## src/rtl/dmem_arbiter.sv

```systemverilog
`default_nettype none
// ============================================================================
// dmem_arbiter : shares a single-ported data memory between the CPU MEM stage
//                (port 0, priority) and the debug/loader port (port 1).
// Revision     : 1.0
// ============================================================================
module dmem_arbiter #(
  parameter int AW           = 16,
  parameter int DW           = 16,
  parameter int STARVE_LIMIT = 4
) (
  input  logic          clk,
  input  logic          reset,
  input  logic          p0_req,
  input  logic          p0_we,
  input  logic [AW-1:0] p0_addr,
  input  logic [DW-1:0] p0_wdata,
  output logic          p0_ack,
  output logic [DW-1:0] p0_rdata,
  input  logic          p1_req,
  input  logic          p1_we,
  input  logic [AW-1:0] p1_addr,
  input  logic [DW-1:0] p1_wdata,
  output logic          p1_ack,
  output logic [DW-1:0] p1_rdata,
  output logic [AW-1:0] mem_addr,
  output logic [DW-1:0] mem_wdata,
  output logic          mem_read,
  output logic          mem_write,
  input  logic [DW-1:0] mem_rdata,
  output logic          busy,
  output logic          owner
);

  typedef enum logic [1:0] {
    S_IDLE = 2'd0,
    S_CMD  = 2'd1,
    S_RESP = 2'd2
  } state_t;

  localparam logic [3:0] c_STARVE_LIMIT = 4'(STARVE_LIMIT);

  state_t        r_state,     w_state_nx;
  logic [AW-1:0] r_mem_addr,  w_mem_addr_nx;
  logic [DW-1:0] r_mem_wdata, w_mem_wdata_nx;
  logic          r_mem_read,  w_mem_read_nx;
  logic          r_mem_write, w_mem_write_nx;
  logic [DW-1:0] r_p0_rdata,  w_p0_rdata_nx;
  logic [DW-1:0] r_p1_rdata,  w_p1_rdata_nx;
  logic          r_p0_ack,    w_p0_ack_nx;
  logic          r_p1_ack,    w_p1_ack_nx;
  logic          r_busy,      w_busy_nx;
  logic          r_owner,     w_owner_nx;
  logic [3:0]    r_starve,    w_starve_nx;

  logic          w_starved;
  logic          w_take1;
  logic          w_any_req;

  assign w_starved = (r_starve == c_STARVE_LIMIT);
  // Port 1 wins when alone, or when port 0 has starved it for STARVE_LIMIT grants.
  assign w_take1   = p1_req & (~p0_req | w_starved);
  assign w_any_req = p0_req | p1_req;

  always_comb begin
    w_state_nx     = r_state;
    w_mem_addr_nx  = r_mem_addr;
    w_mem_wdata_nx = r_mem_wdata;
    w_mem_read_nx  = 1'b0;
    w_mem_write_nx = 1'b0;
    w_p0_rdata_nx  = r_p0_rdata;
    w_p1_rdata_nx  = r_p1_rdata;
    w_p0_ack_nx    = 1'b0;
    w_p1_ack_nx    = 1'b0;
    w_busy_nx      = r_busy;
    w_owner_nx     = r_owner;
    w_starve_nx    = r_starve;

    case (r_state)
      S_IDLE: begin
        if (!p1_req) begin
          w_starve_nx = 4'd0;
        end
        if (w_any_req) begin
          w_owner_nx     = w_take1;
          w_mem_addr_nx  = w_take1 ? p1_addr  : p0_addr;
          w_mem_wdata_nx = w_take1 ? p1_wdata : p0_wdata;
          w_mem_read_nx  = w_take1 ? ~p1_we   : ~p0_we;
          w_mem_write_nx = w_take1 ? p1_we    : p0_we;
          w_busy_nx      = 1'b1;
          w_state_nx     = S_CMD;
          if (w_take1) begin
            w_starve_nx = 4'd0;
          end else if (p1_req && !w_starved) begin
            w_starve_nx = r_starve + 4'd1;
          end
        end
      end
      S_CMD: begin
        if (r_mem_read) begin
          if (r_owner) begin
            w_p1_rdata_nx = mem_rdata;
          end else begin
            w_p0_rdata_nx = mem_rdata;
          end
        end
        w_p0_ack_nx = ~r_owner;
        w_p1_ack_nx = r_owner;
        w_state_nx  = S_RESP;
      end
      S_RESP: begin
        w_busy_nx  = 1'b0;
        w_state_nx = S_IDLE;
      end
      default: begin
        w_busy_nx  = 1'b0;
        w_state_nx = S_IDLE;
      end
    endcase
  end

  always_ff @(posedge clk or negedge reset) begin
    if (!reset) begin
      r_state     <= S_IDLE;
      r_mem_addr  <= '0;
      r_mem_wdata <= '0;
      r_mem_read  <= 1'b0;
      r_mem_write <= 1'b0;
      r_p0_rdata  <= '0;
      r_p1_rdata  <= '0;
      r_p0_ack    <= 1'b0;
      r_p1_ack    <= 1'b0;
      r_busy      <= 1'b0;
      r_owner     <= 1'b0;
      r_starve    <= 4'd0;
    end else begin
      r_state     <= w_state_nx;
      r_mem_addr  <= w_mem_addr_nx;
      r_mem_wdata <= w_mem_wdata_nx;
      r_mem_read  <= w_mem_read_nx;
      r_mem_write <= w_mem_write_nx;
      r_p0_rdata  <= w_p0_rdata_nx;
      r_p1_rdata  <= w_p1_rdata_nx;
      r_p0_ack    <= w_p0_ack_nx;
      r_p1_ack    <= w_p1_ack_nx;
      r_busy      <= w_busy_nx;
      r_owner     <= w_owner_nx;
      r_starve    <= w_starve_nx;
    end
  end

  assign mem_addr  = r_mem_addr;
  assign mem_wdata = r_mem_wdata;
  assign mem_read  = r_mem_read;
  assign mem_write = r_mem_write;
  assign p0_rdata  = r_p0_rdata;
  assign p1_rdata  = r_p1_rdata;
  assign p0_ack    = r_p0_ack;
  assign p1_ack    = r_p1_ack;
  assign busy      = r_busy;
  assign owner     = r_owner;

endmodule
`default_nettype wire

```

## config.mk

```make
export PLATFORM = sky130hd
export DESIGN_NAME = dmem_arbiter
export DESIGN_NICKNAME = d
export VERILOG_FILES = /design/src/rtl/dmem_arbiter.sv
export SDC_FILE = /design/constraint.sdc
export NUM_CORES = 1
export LEC_CHECK = 0
export ABC_AREA = 1
export CAP_MARGIN = 20
export CELL_PAD_IN_SITES_DETAIL_PLACEMENT = 1
export CELL_PAD_IN_SITES_GLOBAL_PLACEMENT = 2
export CORE_MARGIN = 5
export CORE_UTILIZATION = 27
export CTS_BUF_LIST = sky130_fd_sc_hd__clkbuf_8 sky130_fd_sc_hd__clkbuf_16
export DETAILED_ROUTE_END_ITERATION = 8
export PLACE_DENSITY = 0.87
export SYNTH_ARGS = -nofsm -noshare
export SYNTH_HDL_FRONTEND = slang
export SYNTH_SLANG_ARGS = --single-unit
```

## constraint.sdc

```tcl
create_clock -name clk -period 4 [get_ports clk]
set_clock_uncertainty 0.1 [all_clocks]
set_input_delay 1.2 -clock clk [delete_from_list [all_inputs] [get_ports clk]]
set_output_delay 1.2 -clock clk [all_outputs]
set_load 0.05 [all_outputs]
```

# After elaboration in Yosys (flattened, before gate mapping)
# Index checks and enable logic that the tools add are counted.
[word_totals] register_bits=76 wordCells=49
[classes] add_sub_neg=1 eq_ne=3 n_mux=18 n_bitwise=8 reduce_logical=7
[op_table] cell="two-way mux 16 bit" count=2
[op_table] cell="two-way mux 4 bit" count=4
[op_table] cell="two-way mux 1 bit" count=9
[op_table] cell="AND reduction 3 bit" count=2
[op_table] cell="inverter 1 bit" count=5
[op_table] cell="adder 4 x 1 -> 4 bit, second input constant" count=1
[op_table] cell="equality test 4 x 3 -> 1 bit, second input constant" count=1
[op_table] cell="one-hot mux 2 bit (2 select lines)" count=1
[op_table] cell="AND reduction 2 bit" count=2
[op_table] cell="equality test 2 x 1 -> 1 bit, second input constant" count=1
[op_table] cell="zero test 2 bit" count=1
[op_table] cell="two-way mux 2 bit" count=1
[op_table] cell="inequality test 2 bit, second input constant" count=1
[op_table] cell="bitwise OR 1 bit" count=2
[op_table] cell="one-hot mux 1 bit (2 select lines)" count=1
[op_table] cell="bitwise AND 1 bit" count=1
[op_table] cell="logical AND 1 bit" count=1
[op_table] cell="zero test 1 bit" count=1

# Longest topological paths before layout
# Gate-level depths: netlist (run 1).
[logic_depth] ltp_word=6 ltp_mapped=8

# Worst setup path before layout (run 1)
# OpenSTA, ideal clock, no wires.
[synth_timing] path_type="input port to flip-flop" startpoint="input port p1_req" endpoint="register r_busy, in the netlist busy" t_arrival_ns=1.804 required_time_ns=3.775 setup_slack_ns=1.970 cell_stages=5 path_buffers=1 path_cell_list="o21ai_4 > inv_6 > buf_12 > nor2_1 > nor2_1"
[synth_via] elab_chain_len=3
[synth_rtl] item="start: declaration" line="20" rtl="input logic p1_req,"
[synth_rtl] item="bitwise OR 1 bit" line="63" rtl="assign w_any_req = p0_req | p1_req;"
[synth_rtl] item="inequality test 2 bit (no line)"
[synth_rtl] item="AND reduction 2 bit (no line)"
[synth_rtl] item="end signal: assignment" line="146" rtl="r_busy <= w_busy_nx;"
[synth_rtl] item="end: declaration" line="52" rtl="logic r_busy, w_busy_nx;"
# No other way between the ends.
# A chain may end at the register's enable or synchronous reset.

# Final worst setup path (run 1)
[layout_timing] startpoint="register r_owner, in the netlist owner" endpoint="output port owner"
[layout_rtl] item="start: declaration" line="53" rtl="logic r_owner, w_owner_nx;"
[layout_rtl] item="start signal: assignment" line="147" rtl="r_owner <= w_owner_nx;"
[layout_rtl] item="end: declaration" line="32" rtl="output logic owner"
# No word-level cell between the ends.

==> impl_metrics.env, run 1 <==
export IMPL_status="complete, no violations"
export IMPL_async_reset_ff_share_pct=100
export IMPL_die_y_microns=127
export IMPL_place_area_sq_um=5250
export IMPL_grtUsageTotal_pct=14.7
export IMPL_htreeDepth=3
export IMPL_antenna_found_initial=0
export IMPL_wl_per_cell_microns=17.0
export IMPL_reg2reg_to="mem_addr[0]$_DFFE_PN0P_"
export IMPL_rsz0062_at_grt="false"
export IMPL_clk_pin_slew_ns=0.06
export IMPL_slew_viol_final=0
export IMPL_num_vias=3238
export IMPL_r2r_start="r_state[1]$_DFFE_PN0N_"
export IMPL_ios=156
export IMPL_seq_area_frac_synth_pct=51.6
export IMPL_regToRegSetupSlack_ns=1.85
export IMPL_dp_hpwl_mm=8.25
export IMPL_ff2ff_path_depth=5
export IMPL_portBuffers=155
export IMPL_netlist_top_cells_area="dfrtp_1 52%, nand2_1 7.7%, nand3_2 7.6%"
export IMPL_critPathCapture="owner"
export IMPL_cp_required_ns=2.70
export IMPL_ant_nets=0
export IMPL_slowest_delay_ns=0.85
export IMPL_syn_area_sq_um=3680
export IMPL_path_max_fanout=4
export IMPL_clock_fmax_mhz=343
export IMPL_grt_max_degree=77
export IMPL_period_share_pct=72.8
export IMPL_antenna_cells=0
export IMPL_cp_arrival_ns=1.61
export IMPL_dieArea_sq_um=16100
export IMPL_drt_iter0_markers=140
export IMPL_critPathLaunch="owner$_DFFE_PN0P_"
export IMPL_seq_area_sq_um=1900
export IMPL_power_uw=5250
export IMPL_clockBufferDepth=2
export IMPL_synth_commonest_cells="76 x dfrtp_1, 76 x nand2_1, 40 x nand3_1"
export IMPL_cts_resized=0
export IMPL_syn_nets=453
export IMPL_crit_slowest_cell="clkdlybuf4s50_1"
export IMPL_yosysUniqueCellTypes=24
export IMPL_postCtsHoldBufs=0
export IMPL_final_fill_count=1499
export IMPL_synth_main_ff_cell="dfrtp_1"
export IMPL_maxCapViolCount=0
export IMPL_fin_crit_ns=2.91
export IMPL_firstDrtPassIters=4
export IMPL_power_density_nw_per_um2=938
export IMPL_netlist_area_leader_share_pct=51.6
export IMPL_areaGrowthSynthToFinish_pct=52.0
export IMPL_die_w_microns=127
export IMPL_hp_class="flop to flop"
export IMPL_root_buffer="clkbuf_16"
export IMPL_synthCells=365
export IMPL_ys_warn_count=0
export IMPL_clkLatencyLatePin_ns=0.33
export IMPL_numCtsBuffers=9
export IMPL_relSlewSlack_pct=35.8
export IMPL_post_cts_buffers=0
export IMPL_gp_congestion=0.773
export IMPL_start_util_pct=27.7
export IMPL_cp_depth=1
export IMPL_worst_slew_pin_slew_ns=0.961
export IMPL_critPathBufInv=1
export IMPL_syn_area_per_cell_sq_um=10.1
export IMPL_coreArea_sq_um=13300
export IMPL_final_area_sq_um=5600
export IMPL_end_kind="primary output"
export IMPL_finalHoldViolCount=0
export IMPL_timing_setup_tns_ns=0
export IMPL_nets=598
export IMPL_path_class="flop to primary output"
export IMPL_core_rowCount=42
export IMPL_ir_worst_vdd_v=0.000426
export IMPL_grt_overflow=0
export IMPL_drc=0
export IMPL_wirelength_mm=11.7
export IMPL_cts_sinks=76
export IMPL_vias_per_cell=4.69
export IMPL_synth_top_area_cell="dfrtp_1"
export IMPL_yosys_register_bits=76
export IMPL_fin_util_pct=42.1
export IMPL_drive_above_1_share_pct=18.4
export IMPL_path_delay_family="buffers and inverters"
export IMPL_cts_tree="built"
export IMPL_grt_pass1_vias=3672
export IMPL_grt_pass1_wl_mm=19.1
export IMPL_crit_path_cell_trace="clkdlybuf4s50_1"
export IMPL_synth_edf_count=0
export IMPL_leakage_uw=0.00244
export IMPL_multi_input_area_sq_um=1450
export IMPL_finalSetupViolCount=0
export IMPL_start_kind="flop"
[stage by stage]
| step | hold slack, ns | setup slack (ns) | instances |
|---|---|---|---|
| 5_1_grt | 0.411 | 1.02 | 691 |
| 3_3_place_gp | 0.365 | 1.00 | 674 |
| 2_1_floorplan | 0.395 | 1.97 | 365 |
| 6_report | 0.382 | 1.09 | 691 |
| 4_1_cts | 0.388 | 1.05 | 690 |
| 3_5_place_dp | 0.371 | 0.938 | 674 |
[cell families (layout without fill, tap and decap cells)]
logic type	Yosys count	count (layout)	share of synthesized area (%)
DFF	76	76	51.6
AOI/OAI and AO/OA	38	38	8.73
adders and majority gates	2	2	0.679
and+or+nand+nor	196	196	29.7
buffers and inverters	52	202	8.97
xor gates and xnor gates	1	1	0.238
[layer usage]
| layer | vias to the layer above | share of wire (%) | routed length [microns] | GRT usage [%] |
|---|---|---|---|---|
| li1 | 1522 | - | - | - |
| met1 | 1585 | 46 | 5340 | 19.2 |
| met2 | 120 | 46 | 5440 | 23.8 |
| met3 | 11 | 7.1 | 838 | 4.04 |
| met4 | 0 | 1.1 | 125 | 4.35 |
| met5 | - | 0 | 0 | 0 |
[where the power goes]
part           total [uW]  internal (uW)  switching, uW
Clock                 886            565            321
Combinational        3000            963           2040
Sequential           1360           1130            227
Total                5250           2660           2580
[cell type report]
class	instances	area share (%)
inverter	27	1.90
sequential	76	34.0
clock inverter	6	1.54
timing repair buffer	159	28.4
tap	176	3.94
multi-input combinational	237	25.9
clock buffer	10	4.27
[registers in the layout, summed over array words and instances, names as in the netlist]
name	flops
p1_ack	1
mem_write	1
owner	1
mem_read	1
r_starve	4
mem_addr	16
r_state	2
p0_rdata	16
p0_ack	1
busy	1
p1_rdata	16
mem_wdata	16
[cells in the final DEF, fill, tap and decap left out, types with 2 or more instances in the layout]
cell	count
clkdlybuf4s50_1	154
nand2_1	76
dfrtp_1	76
nand3_1	40
nand4_1	33
o21ai_2	32
nand3_2	28
inv_1	23
nor2_1	9
clkbuf_16	9
inv_2	4
nor2_4	4
o21ai_1	4
buf_4	4
nand2_2	3
inv_6	3
ha_1	2
bufinv_16	2
[how the worst min path moves through the flow]
stage | from | to | slack, ns | cells after the start
after floorplan | r_starve[1]$_DFFE_PN0P_ | r_starve[1]$_DFFE_PN0P_ | 0.40 | 2
after global placement | p0_rdata[10]$_DFFE_PN0P_ | p0_rdata[10]$_DFFE_PN0P_ | 0.37 | 2
after CTS | p1_rdata[2]$_DFFE_PN0P_ | p1_rdata[2]$_DFFE_PN0P_ | 0.39 | 2
after detailed placement | p1_rdata[8]$_DFFE_PN0P_ | p1_rdata[8]$_DFFE_PN0P_ | 0.37 | 2
final | p1_rdata[2]$_DFFE_PN0P_ | p1_rdata[2]$_DFFE_PN0P_ | 0.38 | 2
after global routing | p0_rdata[10]$_DFFE_PN0P_ | p0_rdata[10]$_DFFE_PN0P_ | 0.41 | 2
Power figures use the tool's default switching activity.
==> run 2: changes to the inputs <==
- CORE_UTILIZATION: 27 -> 22
- PLACE_DENSITY: 0.87 -> 0.76
- clock period: 4 -> 2.6 ns (I/O delays scaled with it)
==> impl_metrics.env, run 2 (synthesis results as in run 1) <==
export IMPL_cp_required_ns=1.72
export IMPL_grt_overflow=0
export IMPL_slew_viol_final=0
export IMPL_wl_per_cell_microns=17.0
export IMPL_grtUsageTotal_pct=13.4
export IMPL_status="complete, no violations"
export IMPL_path_class="flop to primary output"
export IMPL_start_kind="flop"
export IMPL_vias_per_cell=4.38
export IMPL_dp_slack_ns=0.312
export IMPL_clk_pin_slew_ns=0.06
export IMPL_end_kind="primary output"
export IMPL_regToRegSetupSlack_ns=0.86
export IMPL_crit_path_cell_trace="clkdlybuf4s50_1"
export IMPL_die_y_microns=139
export IMPL_ios=156
export IMPL_hp_class="input port to async pin"
export IMPL_drt_iter0_markers=120
export IMPL_path_delay_family="buffers and inverters"
export IMPL_finalSetupViolCount=0
export IMPL_cp_arrival_ns=1.62
export IMPL_drc=0
export IMPL_rsz0062_at_grt="false"
export IMPL_r2r_start="r_state[1]$_DFFE_PN0N_"
export IMPL_cts_resized=0
export IMPL_clock_fmax_mhz=399
export IMPL_ff2ff_path_depth=6
export IMPL_portBuffers=155
export IMPL_cts_tree="built"
export IMPL_firstDrtPassIters=4
export IMPL_setup_ws_ns=0.0963
export IMPL_grt_pass1_vias=3613
export IMPL_final_common_cell="clkdlybuf4s50_1"
export IMPL_numCtsBuffers=9
export IMPL_drive_above_1_share_pct=19.6
export IMPL_period_share_pct=96.3
export IMPL_path_max_fanout=4
export IMPL_maxCapViolCount=0
export IMPL_layout_common_cells="153 x clkdlybuf4s50_1, 76 x nand2_1, 76 x dfrtp_1"
export IMPL_comb_power_share_pct=57.3
export IMPL_clockBufferDepth=2
export IMPL_wirelength_mm=12.6
export IMPL_crit_slowest_cell="clkdlybuf4s50_1"
export IMPL_seqPwrFrac_pct=25.9
export IMPL_root_buffer="clkbuf_16"
export IMPL_relSlewSlack_pct=48.0
export IMPL_areaGrowthSynthToFinish_pct=54.7
export IMPL_cts_sinks=76
export IMPL_antenna_found_initial=1
export IMPL_gp_congestion=0.721
export IMPL_power_density_nw_per_um2=1430
export IMPL_reg2reg_to="p1_rdata[13]$_DFFE_PN0P_"
export IMPL_clkLatencyLatePin_ns=0.34
export IMPL_timing_setup_tns_ns=0
export IMPL_postCtsHoldBufs=0
export IMPL_p_sw_share_pct=49.3
export IMPL_fin_crit_ns=2.50
export IMPL_finalHoldViolCount=0
export IMPL_dp_hpwl_mm=9.24
export IMPL_num_vias=3238
export IMPL_clkPwrFrac_pct=16.9
export IMPL_ir_worst_vdd_v=0.000598
export IMPL_p_int_uw=4120
export IMPL_die_w_microns=139
export IMPL_critPathBufInv=1
export IMPL_start_util_pct=22.3
export IMPL_antenna_cells=0
export IMPL_post_cts_buffers=0
export IMPL_nets=603
export IMPL_dieArea_sq_um=19400
export IMPL_slowest_delay_ns=0.84
export IMPL_p_switching_uw=4000
export IMPL_leakage_uw=0.00246
export IMPL_htreeDepth=3
export IMPL_core_rowCount=47
export IMPL_grt_pass1_wl_mm=20.4
export IMPL_ant_nets=0
export IMPL_grt_max_degree=36
export IMPL_coreArea_sq_um=16500
export IMPL_worst_slew_pin_slew_ns=0.777
==> run 2: cell types whose count changed in the layout (fill, tap and decap cells not counted), sizes merged <==
cell / delta
buf: +6
inv: -3
clkinvlp: +3
clkdlybuf4s50: -1
==> run 2: power groups by stage <==
| stage | clock, uW | sequential [uW] | combinational (uW) |
|---|---|---|---|
| after floorplan | 0 | 3910 | 1340 |
| after global placement | 0 | 2100 | 4630 |
| after detailed placement | 0 | 2120 | 4700 |
| after CTS | 1420 | 2110 | 4720 |
| after global routing | 1490 | 2170 | 4930 |
| final | 1370 | 2100 | 4650 |
==> run 2: layout make-up <==
| class | count | area (sq um) |
|---|---|---|
| well taps | 220 | 275 |
| fillers | 1850 | 10800 |
| clock inverters | 6 | 87.6 |
| clock buffers | 10 | 239 |
| inverters | 27 | 106 |
| multi-input cells | 237 | 1450 |
| repair buffers | 164 | 1640 |
| flip-flops and latches | 76 | 1900 |
==> run 2: how the worst max path moves through the flow <==
stage | start | endpoint | slack, ns | depth (start not counted)
after global routing | owner$_DFFE_PN0P_ | owner | 0.05 | 1
after global placement | p0_req | mem_wdata[1]$_DFFE_PN0P_ | 0.35 | 6
after detailed placement | p0_req | mem_wdata[1]$_DFFE_PN0P_ | 0.31 | 6
after CTS | owner$_DFFE_PN0P_ | owner | 0.06 | 1
final | owner$_DFFE_PN0P_ | owner | 0.1 | 1
after floorplan | p1_req | busy$_DFFE_PN0P_ | 0.99 | 5
==> run 2: stage by stage <==
stage	area [sq um]	hold slack, ns	power (uW)	cells	util, %
floorplan	3680	0.384	5250	365	-
global placement	5370	0.364	6730	724	32.5
detailed placement	5370	0.369	6820	724	32.5
CTS	5700	0.317	8250	740	34.5
global route	5700	0.346	8590	740	34.5
finish	5700	0.307	8120	740	34.5
==> run 2: worst reg2reg max path, cell delays in order, from the launching register on <==
cell and delay [ns]:
dfrtp_1 0.44, nor2_4 0.15, inv_2 0.07, nor2_4 0.09
nand2_2 0.43, nand2_1 0.25, o21ai_2 0.07
==> run 2: layer usage <==
layer,track usage [%],part of all wire [%]
met1,17.2,44
met2,21.6,47
met3,4.56,7.6
met4,3.76,1.3
met5,0,0.056
==> run 3: changes to the inputs <==
- CORE_ASPECT_RATIO: not set -> 1.2
- HOLD_SLACK_MARGIN: not set -> 0.06
==> impl_metrics.env, run 3 (synthesis results as in run 1) <==
export IMPL_end_kind="primary output"
export IMPL_numCtsBuffers=9
export IMPL_hp_class="input port to async pin"
export IMPL_nets=603
export IMPL_path_class="flop to primary output"
export IMPL_cp_arrival_ns=1.60
export IMPL_clockBufferDepth=2
export IMPL_drt_iter0_markers=82
export IMPL_regToRegSetupSlack_ns=0.84
export IMPL_worst_slew_pin_slew_ns=0.778
export IMPL_grt_pass1_wl_mm=19.6
export IMPL_core_rowCount=51
export IMPL_cts_tree="built"
export IMPL_path_delay_family="buffers and inverters"
export IMPL_final_common_cell="clkdlybuf4s50_1"
export IMPL_coreArea_sq_um=16300
export IMPL_antenna_cells=0
export IMPL_rsz0062_at_grt="false"
export IMPL_htreeDepth=3
export IMPL_cp_required_ns=1.72
export IMPL_drc=0
export IMPL_clock_fmax_mhz=403
export IMPL_vias_per_cell=4.39
export IMPL_root_buffer="clkbuf_16"
export IMPL_final_fill_count=1893
export IMPL_start_kind="flop"
export IMPL_fin_crit_ns=2.48
export IMPL_relSlewSlack_pct=47.9
export IMPL_layout_common_cells="152 x clkdlybuf4s50_1, 76 x nand2_1, 76 x dfrtp_1"
export IMPL_clkLatencyLatePin_ns=0.33
export IMPL_cts_sinks=76
export IMPL_grt_max_degree=41
export IMPL_ios=156
export IMPL_start_util_pct=22.5
export IMPL_critPathBufInv=1
export IMPL_status="complete, no violations"
export IMPL_timing_setup_tns_ns=0
export IMPL_period_share_pct=95.5
export IMPL_power_density_nw_per_um2=1440
export IMPL_slowest_delay_ns=0.84
export IMPL_firstDrtPassIters=5
export IMPL_setup_ws_ns=0.118
export IMPL_clk_pin_slew_ns=0.06
export IMPL_antenna_found_initial=0
export IMPL_grt_overflow=0
export IMPL_power_uw=8180
export IMPL_crit_slowest_cell="clkdlybuf4s50_1"
export IMPL_post_cts_buffers=0
export IMPL_finalSetupViolCount=0
export IMPL_portBuffers=155
export IMPL_place_area_sq_um=5360
export IMPL_areaGrowthSynthToFinish_pct=54.8
export IMPL_maxCapViolCount=0
export IMPL_final_area_sq_um=5700
export IMPL_grt_pass1_vias=3626
export IMPL_finalHoldViolCount=0
export IMPL_ant_nets=0
export IMPL_dp_slack_ns=0.299
export IMPL_path_max_fanout=4
export IMPL_postCtsHoldBufs=0
export IMPL_die_w_microns=128
export IMPL_dieArea_sq_um=19400
export IMPL_slew_viol_final=0
export IMPL_drive_above_1_share_pct=19.6
export IMPL_wirelength_mm=12.5
export IMPL_crit_path_cell_trace="clkdlybuf4s50_1"
export IMPL_cts_resized=0
export IMPL_leakage_uw=0.00248
export IMPL_dp_hpwl_mm=9.28
export IMPL_grtUsageTotal_pct=13.0
export IMPL_gp_congestion=0.736
export IMPL_die_y_microns=152
export IMPL_num_vias=3210
export IMPL_fin_util_pct=34.9
export IMPL_ir_worst_vdd_v=0.000561
export IMPL_wl_per_cell_microns=17.1
[run 3: final timing paths]
kind,startpoint,cells past startpoint,end
max reg2reg,r_state[1]$_DFFE_PN0N_,6,p1_rdata[13]$_DFFE_PN0P_
min in group clk,p1_rdata[2]$_DFFE_PN0P_,2,p1_rdata[2]$_DFFE_PN0P_
max,owner$_DFFE_PN0P_,1,owner
min,reset,1,p0_rdata[8]$_DFFE_PN0P_
min reg2reg,p1_rdata[2]$_DFFE_PN0P_,2,p1_rdata[2]$_DFFE_PN0P_
max in group asynchronous,reset,2,p0_rdata[13]$_DFFE_PN0P_
[run 3: metal layers]
| metal | share of wire, % | global-route usage, % |
|---|---|---|
| met1 | 43 | 16.1 |
| met4 | 1.4 | 4.67 |
| met5 | 0 | 0 |
| met3 | 6.5 | 3.09 |
| met2 | 49 | 22.1 |
[run 3: final cells by class]
| type | instances | area (sq um) | area share [%] |
|---|---|---|---|
| Timing Repair Buffer | 164 | 1630 | 28.7 |
| Tap cell | 212 | 265 | 4.65 |
| Sequential cell | 76 | 1900 | 33.4 |
| Clock buffer | 9 | 225 | 3.95 |
| Clock inverter | 7 | 116 | 2.04 |
| Inverter | 27 | 106 | 1.87 |
| Multi-Input combinational cell | 237 | 1450 | 25.4 |
[run 3: stage by stage]
stage                     hold slack [ns]  instances
after floorplan                     0.384        365
after global placement              0.364        716
after detailed placement            0.368        716
after CTS                           0.359        732
after global routing                0.372        732
final                               0.334        732
[run 3: report_power, final]
part | switching, uW | internal [uW]
Sequential | 341 | 1740
Clock | 498 | 936
Combinational | 3150 | 1510
Total | 3990 | 4190
